[config.mk]
export PLATFORM = sky130hd
export DESIGN_NAME = serial_addsub
export DESIGN_NICKNAME = d
export VERILOG_FILES = /design/src/rtl/serial_pkg.sv /design/src/rtl/serial_fa_lane.sv /design/src/rtl/serial_addsub.sv
export SDC_FILE = /design/constraint.sdc
export NUM_CORES = 1
export LEC_CHECK = 0
export CORE_AREA = 10 10 47 49
export CTS_CLUSTER_SIZE = 10
export DETAILED_ROUTE_END_ITERATION = 10
export DIE_AREA = 0 0 57 59
export GPL_TIMING_DRIVEN = 0
export PLACE_DENSITY = 0.79
export SLEW_MARGIN = 15
export SYNTH_ARGS = -nofsm -noshare
export SYNTH_HDL_FRONTEND = slang
export SYNTH_HIERARCHICAL = 1
export SYNTH_SLANG_ARGS = --single-unit
export TNS_END_PERCENT = 20
[constraint.sdc]
create_clock -name clk -period 4.6 [get_ports clk]
set_input_delay 1.38 -clock clk [delete_from_list [all_inputs] [get_ports clk]]
set_output_delay 1.38 -clock clk [all_outputs]
set_load 0.05 [all_outputs]
[src/rtl/serial_pkg.sv]
// Shared types and constants for the bit-serial adder/subtractor.
package serial_pkg;

    typedef enum logic {
        IDLE = 1'b0,
        RUN  = 1'b1
    } state_t;

    localparam logic MODE_ADD = 1'b0;
    localparam logic MODE_SUB = 1'b1;

endpackage

[src/rtl/serial_fa_lane.sv]
// One serial lane: operand inversion, full adder, carry register and registered results.
// Signed overflow output exists only when SERIAL_ADDSUB_OVF_EN is defined.
module serial_fa_lane
    import serial_pkg::*;
(
    input  logic clk,
    input  logic rst,
    input  logic accept,
    input  logic first,
    input  logic last,
    input  logic mode,
    input  logic x,
    input  logic y,
    output logic sum,
    output logic carry_out,
    output logic ovf
);

    logic b;
    logic cin;
    logic s;
    logic cn;
    logic carry_q;

    // Subtract is x + ~y + 1: the +1 enters as the seeded carry on the LSB.
    always_comb begin
        b   = y ^ (mode == MODE_SUB);
        cin = first ? (mode == MODE_SUB) : carry_q;
        s   = x ^ b ^ cin;
        cn  = (x & b) | (x & cin) | (b & cin);
    end

    always_ff @(posedge clk) begin
        if (rst) begin
            carry_q   <= 1'b0;
            sum       <= 1'b0;
            carry_out <= 1'b0;
        end else begin
            if (accept) begin
                carry_q <= cn;
            end
            sum       <= accept & s;
            carry_out <= accept & last & cn;
        end
    end

`ifdef SERIAL_ADDSUB_OVF_EN
    always_ff @(posedge clk) begin
        if (rst) begin
            ovf <= 1'b0;
        end else begin
            ovf <= accept & last & (cin ^ cn);
        end
    end
`else
    assign ovf = 1'b0;
`endif

endmodule

[src/rtl/serial_addsub.sv]
// Bit-serial adder/subtractor top: word framing FSM, bit counter, mode latch and lanes.
// Define SERIAL_ADDSUB_OVF_EN to enable the per-lane signed overflow output.
module serial_addsub
    import serial_pkg::*;
#(
    parameter int unsigned WIDTH = 8,
    parameter int unsigned LANES = 1
) (
    input  logic             clk,
    input  logic             rst,
    input  logic             in_valid,
    input  logic             in_first,
    input  logic             mode,
    input  logic [LANES-1:0] x,
    input  logic [LANES-1:0] y,
    output logic [LANES-1:0] sum,
    output logic             out_valid,
    output logic             out_first,
    output logic             out_last,
    output logic [LANES-1:0] carry_out,
    output logic [LANES-1:0] ovf,
    output logic             frame_err
);

    localparam int unsigned     CW       = $clog2(WIDTH);
    localparam logic [CW-1:0]   LAST_IDX = CW'(WIDTH - 1);

    state_t        state_q, state_d;
    logic [CW-1:0] cnt_q, cnt_d;
    logic          mode_q;
    logic          mode_eff;
    logic          take_first;
    logic          accept;
    logic          is_last;
    logic          bad_frame;

    // A first bit always starts a new word, abandoning any word in progress.
    always_comb begin
        state_d    = state_q;
        cnt_d      = cnt_q;
        take_first = in_valid & in_first;
        accept     = in_valid & (in_first | (state_q == RUN));
        is_last    = in_valid & ~in_first & (state_q == RUN) & (cnt_q == LAST_IDX);
        bad_frame  = in_valid & ((state_q == IDLE) ? ~in_first : in_first);
        mode_eff   = take_first ? mode : mode_q;
        if (take_first) begin
            state_d = RUN;
            cnt_d   = CW'(1);
        end else if (is_last) begin
            state_d = IDLE;
            cnt_d   = '0;
        end else if (accept) begin
            cnt_d = cnt_q + 1'b1;
        end
    end

    always_ff @(posedge clk) begin
        if (rst) begin
            state_q   <= IDLE;
            cnt_q     <= '0;
            mode_q    <= MODE_ADD;
            out_valid <= 1'b0;
            out_first <= 1'b0;
            out_last  <= 1'b0;
            frame_err <= 1'b0;
        end else begin
            state_q <= state_d;
            cnt_q   <= cnt_d;
            if (take_first) begin
                mode_q <= mode;
            end
            out_valid <= accept;
            out_first <= take_first;
            out_last  <= is_last;
            frame_err <= bad_frame;
        end
    end

    for (genvar i = 0; i < LANES; i++) begin : g_lane
        serial_fa_lane u_lane (
            .clk       (clk),
            .rst       (rst),
            .accept    (accept),
            .first     (take_first),
            .last      (is_last),
            .mode      (mode_eff),
            .x         (x[i]),
            .y         (y[i]),
            .sum       (sum[i]),
            .carry_out (carry_out[i]),
            .ovf       (ovf[i])
        );
    end

endmodule
==> impl_metrics.yaml <==
placement:
  placed_area_um2: 696
  numPortBuffers: 12
  dpl.hpwl_um: 751
  gp_congestion: 0.701
routing:
  drc: 0
  postRouteAntennaNets: 0
  wl_per_cell_um: 11.6
  vias_per_cell: 4.61
  routed-via-count: 378
  first_pass_iters: 4
  drtIter0Drc: 7
  routed_wirelength_um: 948
sta:
  setup_violations: 0
  hold_ws_ns: 0.494
  report.final.slew_viol_count: 0
  rsz0062_at_grt: "false"
  tns_ns: 0
  layout_min_cycle_time_ns: 3.14
  finalHoldViolations: 0
  max_slew_margin: 0.663
  worst_pin_slew_ns: 0.504
  max_freq_ghz: 0.318
  finalCritPeriodShare: 0.684
  finClkSkew_ns: 0.00288
worst_hold_path:
  whs_path_depth: 2
  hp-class: "flop to flop"
  min_from: "g_lane[0].u_lane/carry_q"
cts:
  cts.repair.resized: 0
  insertion_delay_ns: 0.26
  hold_buffers: 0
  clock_sinks: 12
  cts_max_level: 1
  cts_inserted_buffers: 3
  cts_setup_buffers: 0
  clock_path_buffers: 2
  clk_pin_slew_ns: 0.07
  cts_tree: "done"
  clockRootBuffer: "clkbuf_4"
yosys:
  synth.avg_cell_area_um2: 10.9
  ys_types: 24
  synth-simple-area-share: 0.189
  ys_ff_latch: 12
  ys_warn_count: 6
  seq_area_frac_synth: 0.432
  syn_nets: 62
  synth-compound-area-share: 0.0586
  synthMuxAreaShare: 0.0901
  synthAdderAreaFrac: 0.104
  syn-instance-count: 51
  syn_area_um2: 556
  synth_top_family_by_area: "simple AND/OR/NAND/NOR gates"
  synthXorXnorAreaFrac: 0.0450
cells_and_area:
  nNetsFinal: 79
  multi_input_area_um2: 274
  syn2layout_area_growth_pct: 29.3
  finish.instance_area_um2: 718
  drive_gt1_frac: 0.197
  seqCellArea_um2: 240
  diodes: 0
  nFillCells: 130
critical_path:
  rr_worst_depth: 4
  critical_path_cell_count: 6
  worstReg2RegStart: "mode_q"
  reg2reg_slack_ns: 3.07
  cpMaxStageDelayCell: "clkdlybuf4s50_1"
  crit_family: "multiplexers"
  worstPathArrival_ns: 3.31
  crit_chain: "clkdlybuf4s50_1 -> nand2_1 -> mux2_4 -> mux2_4 -> fa_1 -> and3b_2"
  path_max_fanout: 5
  worst_path_largest_cell_delay_ns: 0.56
  cp-start-kind: "input port"
  end_kind: "flop"
  cp.required_ns: 4.76
  worst-path-buf-inv: 1
  path_common_cell: "mux2_4"
  startpoint: "in_valid"
  worstSetupPathType: "input port to flop"
pwr:
  irDropWorstVdd_uv: 210
  p_int_mw: 0.160
  p_per_area_nw_per_um2: 300
  switchingPower_mw: 0.0559
  clkPwrFrac: 0.285
  combPwrFrac: 0.196
  p_sw_frac: 0.259
  p_leak_nw: 0.325
  finalPower_mw: 0.216
  p_seq_frac: 0.519
grt:
  grt_pass1_vias: 400
  grt_max_degree: 10
  track_usage: 0.0662
  overflow: 0
  grt_pass1_wl_mm: 1.73
  antenna_found_initial: 0
floorplan:
  start_util: 0.396
  coreArea_um2: 1400
  die_w_um: 57
  num_rows: 14
  die_y_um: 59
  dieArea_um2: 3360
  io_pins: 14
job:
  max_cap_viol_count: 0
outcome:
  status: "finished clean"
[power groups by stage]
stage                     Combinational, mW  Sequential (mW)  Clock, mW
after floorplan                      0.0223            0.120          0
after CTS                            0.0426            0.112     0.0647
after detailed placement             0.0425            0.114          0
final                                0.0423            0.112     0.0615
after global routing                 0.0462            0.113     0.0702
after global placement               0.0416            0.114          0
[synth_stat cells]
cell type	number	share of area
ha_1	3	0.068
nand4b_1	1	0.016
nor2_1	4	0.027
fa_1	1	0.036
buf_6	1	0.020
and3b_2	1	0.018
buf_4	1	0.014
inv_1	6	0.041
nand2_1	3	0.020
mux2i_1	2	0.036
conb_1	1	0.0068
and2_1	1	0.011
nor3b_1	1	0.014
nand2b_1	1	0.011
nor3b_2	1	0.023
o21ai_0	1	0.0090
mux2_4	2	0.054
xor2_1	1	0.016
nor2b_4	2	0.050
xor2_2	1	0.029
a31o_1	1	0.016
a21oi_2	1	0.016
a21oi_1	2	0.018
dfxtp_1	12	0.43
[worst reg2reg max path, stage by stage (launching register included)]
cell and delay (ns):
dfxtp_1 0.30, mux2_4 0.27, mux2_4 0.26, fa_1 0.41, and3b_2 0.19
[flip-flops by register name (all words and copies together) (netlist names)]
| register | flops |
|---|---|
| out_valid | 1 |
| g_lane.u_lane/carry_out | 1 |
| frame_err | 1 |
| g_lane.u_lane/sum | 1 |
| state_q | 1 |
| out_first | 1 |
| mode_q | 1 |
| cnt_q | 3 |
| out_last | 1 |
| g_lane.u_lane/carry_q | 1 |
[layout make-up]
class	instances	share of cell area
multi-input cells	31	0.382
flip-flops and latches	12	0.334
repair buffers	12	0.167
clock buffers	3	0.0314
inverters	6	0.0314
well taps	16	0.0279
plain buffers	2	0.0261
[metal layers]
metal	track usage	wire length, um	vias up
li1	-	-	193
met2	0.107	442	11
met3	0.0515	79	2
met1	0.0642	416	172
met5	0	0	-
met4	0.0201	9	0
[metrics by stage]
step | worst slack [ns] | util | cells
global placement | 1.21 | 0.496 | 79
finish | 1.46 | 0.513 | 82
floorplan | 1.81 | - | 51
global route | 1.39 | 0.513 | 82
detailed placement | 1.19 | 0.496 | 79
CTS | 1.48 | 0.513 | 82
[cells in the final DEF (no fill, tap or decap)]
cell type        count
nor3b_2              1
o21ai_0              1
mux2i_1              2
xor2_1               1
clkdlybuf4s50_1     12
inv_1                6
buf_4                1
fa_1                 1
a21oi_2              1
and3b_2              1
a31o_1               1
conb_1               1
dfxtp_1             12
nand2_1              3
nor3b_1              1
nand2b_1             1
xor2_2               1
buf_6                1
and2_1               1
nand4b_1             1
clkbuf_4             3
a21oi_1              2
nor2b_4              2
nor2_1               4
mux2_4               2
ha_1                 3
[final timing paths]
kind / end
worst min register to register: g_lane[0].u_lane/carry_q
worst min-delay path: g_lane[0].u_lane/carry_q
worst max-delay path: g_lane[0].u_lane/sum
worst max register to register: g_lane[0].u_lane/sum
[logic make-up after synthesis]
| family | Yosys count |
|---|---|
| AO/OA/AOI/OAI | 5 |
| XOR/XNOR | 2 |
| AND/OR/NAND/NOR | 15 |
| adder cells (fa/ha/maj) | 4 |
| multiplexers | 4 |
| buffers and inverters | 8 |
| other | 1 |
| flip-flops | 12 |
Note: power is estimated with default switching activity, not from simulation.
